`config.mk`:
```
export PLATFORM = sky130hd
export DESIGN_NAME = multi_cycle_control_unit
export DESIGN_NICKNAME = d
export VERILOG_FILES = /design/src/rtl/mcu_pkg.sv /design/src/rtl/multi_cycle_control_unit_alu_decoder.sv /design/src/rtl/multi_cycle_control_unit.sv
export SDC_FILE = /design/constraint.sdc
export NUM_CORES = 1
export LEC_CHECK = 0
export ABC_AREA = 1
export BUFFER_PORTS_ARGS = -buffer_cell sky130_fd_sc_hd__buf_2
export CORE_ASPECT_RATIO = 0.7
export CORE_UTILIZATION = 43
export DETAILED_ROUTE_END_ITERATION = 7
export PLACE_DENSITY = 0.84
export SYNTH_ARGS = -nofsm -noshare
export SYNTH_HDL_FRONTEND = slang
export SYNTH_HIERARCHICAL = 1
export SYNTH_SLANG_ARGS = --single-unit
```
`constraint.sdc`:
```
create_clock -name CLK -period 2.1 [get_ports CLK]
set_clock_uncertainty 0.2 [all_clocks]
set_input_delay 0.315 -clock CLK [delete_from_list [all_inputs] [get_ports CLK]]
set_output_delay 0.315 -clock CLK [all_outputs]
set_load 0.03 [all_outputs]
```
`src/rtl/mcu_pkg.sv`:
```
// Shared encodings for the multi-cycle MIPS controller and the ALU:
// opcodes, funct codes, ALU operation codes, FSM states and mux selects.
package mcu_pkg;

  // Instruction opcodes (IR[31:26])
  localparam logic [5:0] OP_R    = 6'b000000;
  localparam logic [5:0] OP_LW   = 6'b100011;
  localparam logic [5:0] OP_SW   = 6'b101011;
  localparam logic [5:0] OP_BEQ  = 6'b000100;
  localparam logic [5:0] OP_ADDI = 6'b001000;
  localparam logic [5:0] OP_J    = 6'b000010;

  // R-type funct codes (IR[5:0])
  localparam logic [5:0] FN_SLL  = 6'h00;
  localparam logic [5:0] FN_SRL  = 6'h02;
  localparam logic [5:0] FN_SRA  = 6'h03;
  localparam logic [5:0] FN_SLLV = 6'h04;
  localparam logic [5:0] FN_SRLV = 6'h06;
  localparam logic [5:0] FN_SRAV = 6'h07;
  localparam logic [5:0] FN_ADD  = 6'h20;
  localparam logic [5:0] FN_ADDU = 6'h21;
  localparam logic [5:0] FN_SUB  = 6'h22;
  localparam logic [5:0] FN_SUBU = 6'h23;
  localparam logic [5:0] FN_AND  = 6'h24;
  localparam logic [5:0] FN_OR   = 6'h25;
  localparam logic [5:0] FN_XOR  = 6'h26;
  localparam logic [5:0] FN_NOR  = 6'h27;
  localparam logic [5:0] FN_SLT  = 6'h2A;
  localparam logic [5:0] FN_SLTU = 6'h2B;

  // ALU operation codes, shared with the ALU
  localparam logic [3:0] ALU_AND  = 4'h0;
  localparam logic [3:0] ALU_OR   = 4'h1;
  localparam logic [3:0] ALU_ADD  = 4'h2;
  localparam logic [3:0] ALU_XOR  = 4'h3;
  localparam logic [3:0] ALU_NOR  = 4'h4;
  localparam logic [3:0] ALU_SLTU = 4'h5;
  localparam logic [3:0] ALU_SUB  = 4'h6;
  localparam logic [3:0] ALU_SLT  = 4'h7;
  localparam logic [3:0] ALU_SLL  = 4'h8;
  localparam logic [3:0] ALU_SLLV = 4'h9;
  localparam logic [3:0] ALU_SRL  = 4'hA;
  localparam logic [3:0] ALU_SRLV = 4'hB;
  localparam logic [3:0] ALU_SRA  = 4'hC;
  localparam logic [3:0] ALU_SRAV = 4'hD;
  localparam logic [3:0] ALU_BAD  = 4'hF;  // unknown funct: ALU answers with BF

  // Operation class requested by the FSM from the ALU decoder
  typedef enum logic [1:0] {
    AOP_ADD   = 2'b00,  // address / PC arithmetic, no overflow trap
    AOP_SUB   = 2'b01,  // BEQ compare
    AOP_FUNCT = 2'b10,  // R-type: decode funct
    AOP_ADDI  = 2'b11   // ADDI: add with overflow trap
  } alu_op_e;

  // FSM states
  typedef enum logic [3:0] {
    S_FETCH     = 4'd0,
    S_DECODE    = 4'd1,
    S_MEM_ADR   = 4'd2,
    S_MEM_READ  = 4'd3,
    S_MEM_WB    = 4'd4,
    S_MEM_WRITE = 4'd5,
    S_EXECUTE   = 4'd6,
    S_ALU_WB    = 4'd7,
    S_BRANCH    = 4'd8,
    S_ADDI_EXEC = 4'd9,
    S_ADDI_WB   = 4'd10,
    S_JUMP      = 4'd11,
    S_EXCEPTION = 4'd12
  } state_e;

  // ALU_Src_B selects
  localparam logic [1:0] SRCB_B      = 2'b00;
  localparam logic [1:0] SRCB_FOUR   = 2'b01;
  localparam logic [1:0] SRCB_IMM    = 2'b10;
  localparam logic [1:0] SRCB_IMM_SH = 2'b11;

  // PC_Src selects
  localparam logic [1:0] PCSRC_ALU    = 2'b00;
  localparam logic [1:0] PCSRC_ALUOUT = 2'b01;
  localparam logic [1:0] PCSRC_JUMP   = 2'b10;
  localparam logic [1:0] PCSRC_EXC    = 2'b11;

  // Cause register values
  localparam logic CAUSE_OVF = 1'b0;
  localparam logic CAUSE_RI  = 1'b1;

endpackage

```
`src/rtl/multi_cycle_control_unit_alu_decoder.sv`:
```
// ALU control decoder: maps the FSM's operation class and the R-type
// funct field onto the 4-bit ALU code, and flags which operations trap
// on signed overflow.
module alu_decoder
  import mcu_pkg::*;
(
  input  alu_op_e    alu_op,
  input  logic [5:0] funct,
  output logic [3:0] alu_cntrl,
  output logic       ovf_en
);

  logic [3:0] fn_code;

  // R-type funct table; unknown functs produce the code that raises BF
  always_comb begin
    fn_code = ALU_BAD;
    case (funct)
      FN_ADD, FN_ADDU: fn_code = ALU_ADD;
      FN_SUB, FN_SUBU: fn_code = ALU_SUB;
      FN_AND:          fn_code = ALU_AND;
      FN_OR:           fn_code = ALU_OR;
      FN_XOR:          fn_code = ALU_XOR;
      FN_NOR:          fn_code = ALU_NOR;
      FN_SLT:          fn_code = ALU_SLT;
      FN_SLTU:         fn_code = ALU_SLTU;
      FN_SLL:          fn_code = ALU_SLL;
      FN_SRL:          fn_code = ALU_SRL;
      FN_SRA:          fn_code = ALU_SRA;
      FN_SLLV:         fn_code = ALU_SLLV;
      FN_SRLV:         fn_code = ALU_SRLV;
      FN_SRAV:         fn_code = ALU_SRAV;
      default:         fn_code = ALU_BAD;
    endcase
  end

  // Pick the final code by operation class; only signed add/sub trap
  always_comb begin
    alu_cntrl = ALU_ADD;
    ovf_en    = 1'b0;
    case (alu_op)
      AOP_ADD:   alu_cntrl = ALU_ADD;
      AOP_SUB:   alu_cntrl = ALU_SUB;
      AOP_FUNCT: begin
        alu_cntrl = fn_code;
        ovf_en    = (funct == FN_ADD) || (funct == FN_SUB);
      end
      AOP_ADDI:  ovf_en = 1'b1;
      default:   alu_cntrl = ALU_ADD;
    endcase
  end

endmodule

```
`src/rtl/multi_cycle_control_unit.sv`:
```
// Multi-cycle MIPS main controller. Moore FSM whose outputs decode from
// the state register; only PC_En in BRANCH (ZF_IN) and ALU_Cntrl in
// EXECUTE (Funct) look at inputs. Cause is latched on entry to EXCEPTION.
module multi_cycle_control_unit
  import mcu_pkg::*;
#(
  parameter int OPERAND_WIDTH = 32,
  parameter bit EXC_EN        = 1'b1
) (
  input  logic       CLK,
  input  logic       RST,
  input  logic [5:0] Opcode,
  input  logic [5:0] Funct,
  input  logic       ZF_IN,
  input  logic       OF_IN,
  input  logic       BF_IN,
  output logic       PC_En,
  output logic       IorD,
  output logic       Mem_Write,
  output logic       IR_Write,
  output logic       Reg_Write,
  output logic       Reg_Dst,
  output logic       Mem_to_Reg,
  output logic       ALU_Src_A,
  output logic [1:0] ALU_Src_B,
  output logic [1:0] PC_Src,
  output logic [3:0] ALU_Cntrl,
  output logic       EPC_Write,
  output logic       Cause_Write,
  output logic       Cause
);

  // Datapath width is documentary; reject nonsense values at elaboration
  if (OPERAND_WIDTH < 1) begin : g_bad_width
    $error("OPERAND_WIDTH must be positive");
  end

  state_e  state_q, state_d;
  logic    cause_q, cause_d;
  alu_op_e alu_op;
  logic    ovf_en;

  logic pc_en, iord, mem_wr, ir_wr, reg_wr, reg_dst, mem_to_reg;
  logic src_a, epc_wr, cause_wr;
  logic [1:0] src_b, pc_src;

  alu_decoder u_alu_dec (
    .alu_op    (alu_op),
    .funct     (Funct),
    .alu_cntrl (ALU_Cntrl),
    .ovf_en    (ovf_en)
  );

  // State and Cause registers; reset parks the FSM in FETCH
  always_ff @(posedge CLK or posedge RST) begin
    if (RST) begin
      state_q <= S_FETCH;
      cause_q <= CAUSE_OVF;
    end else begin
      state_q <= state_d;
      cause_q <= cause_d;
    end
  end

  // Next-state and per-state control decode
  always_comb begin
    state_d    = S_FETCH;
    cause_d    = cause_q;
    pc_en      = 1'b0;
    iord       = 1'b0;
    mem_wr     = 1'b0;
    ir_wr      = 1'b0;
    reg_wr     = 1'b0;
    reg_dst    = 1'b0;
    mem_to_reg = 1'b0;
    src_a      = 1'b0;
    src_b      = SRCB_B;
    pc_src     = PCSRC_ALU;
    alu_op     = AOP_ADD;
    epc_wr     = 1'b0;
    cause_wr   = 1'b0;
    case (state_q)
      S_FETCH: begin
        ir_wr   = 1'b1;
        pc_en   = 1'b1;
        src_b   = SRCB_FOUR;
        state_d = S_DECODE;
      end
      S_DECODE: begin
        src_b = SRCB_IMM_SH;  // precompute branch target into ALUOut
        case (Opcode)
          OP_LW, OP_SW: state_d = S_MEM_ADR;
          OP_R:         state_d = S_EXECUTE;
          OP_BEQ:       state_d = S_BRANCH;
          OP_ADDI:      state_d = S_ADDI_EXEC;
          OP_J:         state_d = S_JUMP;
          default: begin
            if (EXC_EN) begin
              state_d = S_EXCEPTION;
              cause_d = CAUSE_RI;
            end else begin
              state_d = S_FETCH;
            end
          end
        endcase
      end
      S_MEM_ADR: begin
        src_a   = 1'b1;
        src_b   = SRCB_IMM;
        state_d = (Opcode == OP_LW) ? S_MEM_READ : S_MEM_WRITE;
      end
      S_MEM_READ: begin
        iord    = 1'b1;
        state_d = S_MEM_WB;
      end
      S_MEM_WB: begin
        reg_wr     = 1'b1;
        mem_to_reg = 1'b1;
        state_d    = S_FETCH;
      end
      S_MEM_WRITE: begin
        iord    = 1'b1;
        mem_wr  = 1'b1;
        state_d = S_FETCH;
      end
      S_EXECUTE: begin
        src_a  = 1'b1;
        alu_op = AOP_FUNCT;
        // bad funct outranks overflow when both flags are up
        if (EXC_EN && BF_IN) begin
          state_d = S_EXCEPTION;
          cause_d = CAUSE_RI;
        end else if (EXC_EN && OF_IN && ovf_en) begin
          state_d = S_EXCEPTION;
          cause_d = CAUSE_OVF;
        end else begin
          state_d = S_ALU_WB;
        end
      end
      S_ALU_WB: begin
        reg_dst = 1'b1;
        reg_wr  = 1'b1;
        state_d = S_FETCH;
      end
      S_BRANCH: begin
        src_a   = 1'b1;
        alu_op  = AOP_SUB;
        pc_src  = PCSRC_ALUOUT;
        pc_en   = ZF_IN;
        state_d = S_FETCH;
      end
      S_ADDI_EXEC: begin
        src_a  = 1'b1;
        src_b  = SRCB_IMM;
        alu_op = AOP_ADDI;
        if (EXC_EN && OF_IN && ovf_en) begin
          state_d = S_EXCEPTION;
          cause_d = CAUSE_OVF;
        end else begin
          state_d = S_ADDI_WB;
        end
      end
      S_ADDI_WB: begin
        reg_wr  = 1'b1;
        state_d = S_FETCH;
      end
      S_JUMP: begin
        pc_src  = PCSRC_JUMP;
        pc_en   = 1'b1;
        state_d = S_FETCH;
      end
      S_EXCEPTION: begin
        epc_wr   = 1'b1;
        cause_wr = 1'b1;
        pc_src   = PCSRC_EXC;
        pc_en    = 1'b1;
        state_d  = S_FETCH;
      end
      default: state_d = S_FETCH;
    endcase
  end

  // Write enables are held off for the whole reset pulse; muxes pass through
  always_comb begin
    PC_En       = pc_en    & ~RST;
    IR_Write    = ir_wr    & ~RST;
    Mem_Write   = mem_wr   & ~RST;
    Reg_Write   = reg_wr   & ~RST;
    EPC_Write   = epc_wr   & ~RST;
    Cause_Write = cause_wr & ~RST;
    IorD        = iord;
    Reg_Dst     = reg_dst;
    Mem_to_Reg  = mem_to_reg;
    ALU_Src_A   = src_a;
    ALU_Src_B   = src_b;
    PC_Src      = pc_src;
    Cause       = cause_q;
  end

endmodule

```
==> results <==
- The flow ran to the end, but the final reports show violations.
- The final reports fail on setup timing.
- In the final layout, the multi-input gates occupy 738 um2.
- In this run the number of H-tree levels came out at 1.
- The number of global-route vias before repair is 1,098.
- The cell leakage power is 0.783 nW.
- The utilization after layout is 75.1%.
- Synthesis produced 162 cells.
- The category of the critical setup timing path is flop to output port.
- The final setup slack of the worst path is -262 ps.
- The max-capacitance violation count is 0.
- The number of stages on the worst setup path is 8.
- The row count is 13.
- Input and output buffers added on the ports amount to 35.
- The depth of the worst hold-timing path is 4.
- The critical path starts at state_q[2]$_DFF_PP0_.
- At the pin with the least slew margin, the transition time is 345 ps.
- The aggregate routed wire length is 3520 um.
- After detailed routing, the average wire length per cell comes to 14.6 um.
- The final-report hold violation count came to 0.
- Traced cell by cell, the critical path runs through buf_4 -> nor2_4 -> nand2_2 -> nand2_4 -> ha_4 -> or2_4 -> nor3_4 -> buf_6.
- The clock-pin slew on the worst setup and hold paths is 60 ps.
- In this run the mean area of a mapped cell was 5.44 um2.
- The number of sinks driven by the clock tree is 5.
- In this run the power density over the cells is 1050 nW/um2.
- The initial antenna violation count was 0.
- From bottom edge to top edge, the die measures 39.9 um.
- The highest net fanout along the worst path is 3.
- The TritonCTS clock tree is yes.
- The worst setup slack for register-to-register paths is -20 ps.
- By count the netlist is led by nand2_1, nor2_1, inv_1.
- The synthesized netlist occupies a cell area of 881 um2.
- The sequential cells in the finished layout cover a total of 128 um2.
- The kind of start point of the critical path is a flop.
- Relative to the synthesized area, the layout overhead comes to 60.8%.
- Across every metal layer, demand over resource in global routing totals 27.4%.
- The die footprint is 2240 um2.
- The flip-flop cell with the highest count after synthesis is dfrtp_1.
- The required time of the worst setup path is 1580 ps.
- The largest voltage drop on the vdd net is 0.892 mV.
- 36 I/O pins were placed.
- The destination of the worst register-to-register timing path is state_q[2]$_DFF_PP0_.
- Sorting the synthesized cells by area gives the leading types as nand2_1, dfrtp_1, nor2_1, ha_1, inv_1.
- Timing would allow up to 0.423 GHz.
- The final critical path takes up 112% of the cycle.
- STA classifies the critical path endpoint as an output port.
- The detailed placer's ending HPWL is 2090 um.
- The number of nets in the synthesized netlist is 187.
- The final weighted congestion in routability-driven placement is 0.875.
- The time the final worst path needs with I/O delays and setup is 2360 ps.
- After detailed routing, the number of remaining DRC violations is 0.
- Data on the critical path arrives at its endpoint at 1850 ps.
- The slowest stage of the critical path belongs to the cell dfrtp_1.
- Setup repair after global routing could not meet its margin everywhere.
- The share of synthesized area in the top cell type comes to 17.9%.
- Setup violations remaining at the end of the flow were counted as 9.
- The via count of the routed design is 1,330.
- The layout cell share with drive strength beyond 1 is 45.0%.
- The number of slew-limit violations in the final report is 0.
- The startpoint of the lowest-slack register-to-register path is state_q[1]$_DFF_PP0_.
- The total number of yosys warnings is 6.
- The via-per-instance ratio is 5.50.
- After synthesis, the share of flip-flops with an asynchronous set or reset is 100%.
- The count of filler cells inserted in the layout is 137.
- The wire length of the first global-routing pass is 4520 um.
- The buffer levels on the longest clock path is 2.
- The detailed-router iteration count before antenna repair is 4.
- After the last flow step, the layout net total stands at 246.
- The largest incremental delay on the critical path is 390 ps.
- The residual antenna-violating net count after detailed routing is 0.
- The buffer cell driving the clock tree root is clkbuf_4.
- The number of cells on the worst reg-to-reg path is 16.
- The most numerous cell in the Yosys netlist is nand2_1.
- In this run, synthesis produced a sequential element count of 5.
- After synthesis, the netlist uses 23 different library cells.
- The cell taking the most area after synthesis is nand2_1.
- The initial standard-cell utilization of the core is 46.7%.
- The largest net degree at the start of global routing is 8.
- The core area is 1890 um2.
- The cell family contributing the most delay on the critical path is simple AND/OR/NAND/NOR gates.
- After the first detailed-routing iteration, the DRC count stood at 113.
- The number of synthesized flops with an enable pin is 0.
- The number of antenna diodes in the final layout is 0.
- The end of the critical path is ALU_Cntrl[3].
- The buffer and inverter count on the worst path is 2.
- Summing the sequential cell areas from Yosys gives 14.2% of the chip area.
- The width of the die is 56.1 um.
- The overall overflow remaining after global route is 0.
- The later-pin clock latency in the skew report is 270 ps.
- TritonCTS created 3 clock buffers.
- The worst hold-check path type is primary input to flop.
- Headroom to the max-slew limit came out at 76.8%.
- The power consumption is 0.00148 W.
==> sequential cells by signal, summed over array words and instances (netlist names) <==
register	count
state_q	4
Cause	1
==> cells in the final DEF (no fill, tap or decap), drive strengths merged <==
cell type    Yosys  routed
buf              1      54
nand2           48      48
nor2            37      37
inv             29      28
ha               8       8
o21ai            8       8
nand3            6       6
a21oi            6       6
dfrtp            5       5
clkbuf           0       3
clkinv           2       3
nor3             3       3
nand3b           2       2
nand4            2       2
xor2             1       1
clkinvlp         0       1
a21boi           1       1
dlygate4sd3      0       1
o31ai            1       1
or2              1       1
o22ai            1       1
==> metrics by stage <==
stage	std cells	setup TNS (ps)	instance area (um2)	setup WS, ps	hold WS [ps]
6_report	242	-825	1420	-262	187
5_1_grt	242	-1570	1420	-330	230
4_1_cts	237	-607	1300	-226	189
3_5_place_dp	226	-22.3	1160	-22.3	98.0
3_3_place_gp	226	0	1160	36.5	80.5
2_1_floorplan	162	0	907	13.9	-99.6
==> power by group <==
part           leakage [nW]  internal [W]  switching (W)
Sequential           0.0586      0.000129      0.0000459
Clock                0.0177     0.0000701      0.0000577
Combinational         0.706      0.000445       0.000735
==> metal layers <==
| layer | GRT usage, % | part of all wire [%] |
|---|---|---|
| met1 | 28.6 | 39 |
| met2 | 53.3 | 49 |
| met3 | 6.60 | 8.0 |
| met4 | 15.2 | 4.2 |
| met5 | 0 | 0 |
==> tightest hold or removal path, stage by stage <==
cell and delay, ps:
buf_2 90, nand2_1 50, a21boi_1 120, nand2_1 60
==> area by class of cell <==
| cell class | count | share of cell area, % |
|---|---|---|
| Clock buffer | 3 | 1.59 |
| Clock inverter | 1 | 0.353 |
| Inverter | 31 | 8.57 |
| Multi-Input combinational cell | 125 | 52.1 |
| Sequential cell | 5 | 9.01 |
| Tap cell | 22 | 1.94 |
| Timing Repair Buffer | 55 | 26.4 |
==> cell families (layout without fill, tap and decap cells) <==
logic type | after synthesis | after routing | share of synthesized area (%)
AOI/OAI and AO/OA | 17 | 17 | 11.4
xor gates and xnor gates | 1 | 1 | 0.994
adders and majority gates | 8 | 8 | 11.4
buffers and inverters | 32 | 90 | 14.1
DFF | 5 | 5 | 14.2
and+or+nand+nor | 99 | 99 | 48.0
==> worst min path at each step <==
| stage | start | to | slack, ps |
|---|---|---|---|
| after floorplan | RST | Cause$_DFFE_PP0P_ | -100 |
| after global placement | RST | state_q[0]$_DFF_PP0_ | 80 |
| after detailed placement | RST | state_q[2]$_DFF_PP0_ | 100 |
| after CTS | BF_IN | Cause$_DFFE_PP0P_ | 190 |
| after global routing | BF_IN | Cause$_DFFE_PP0P_ | 230 |
| final | BF_IN | Cause$_DFFE_PP0P_ | 190 |
==> repair_timing <==
item / in CTS / in global routing
endpoints found under the hold margin: 5 / 0
setup buffers: 6 / 5
setup endpoints to repair: 6 / 15
hold buffers: 1 / 0
gates resized for setup: 17 / 29
pin swaps: 3 / 7
Power figures use the tool's default switching activity.
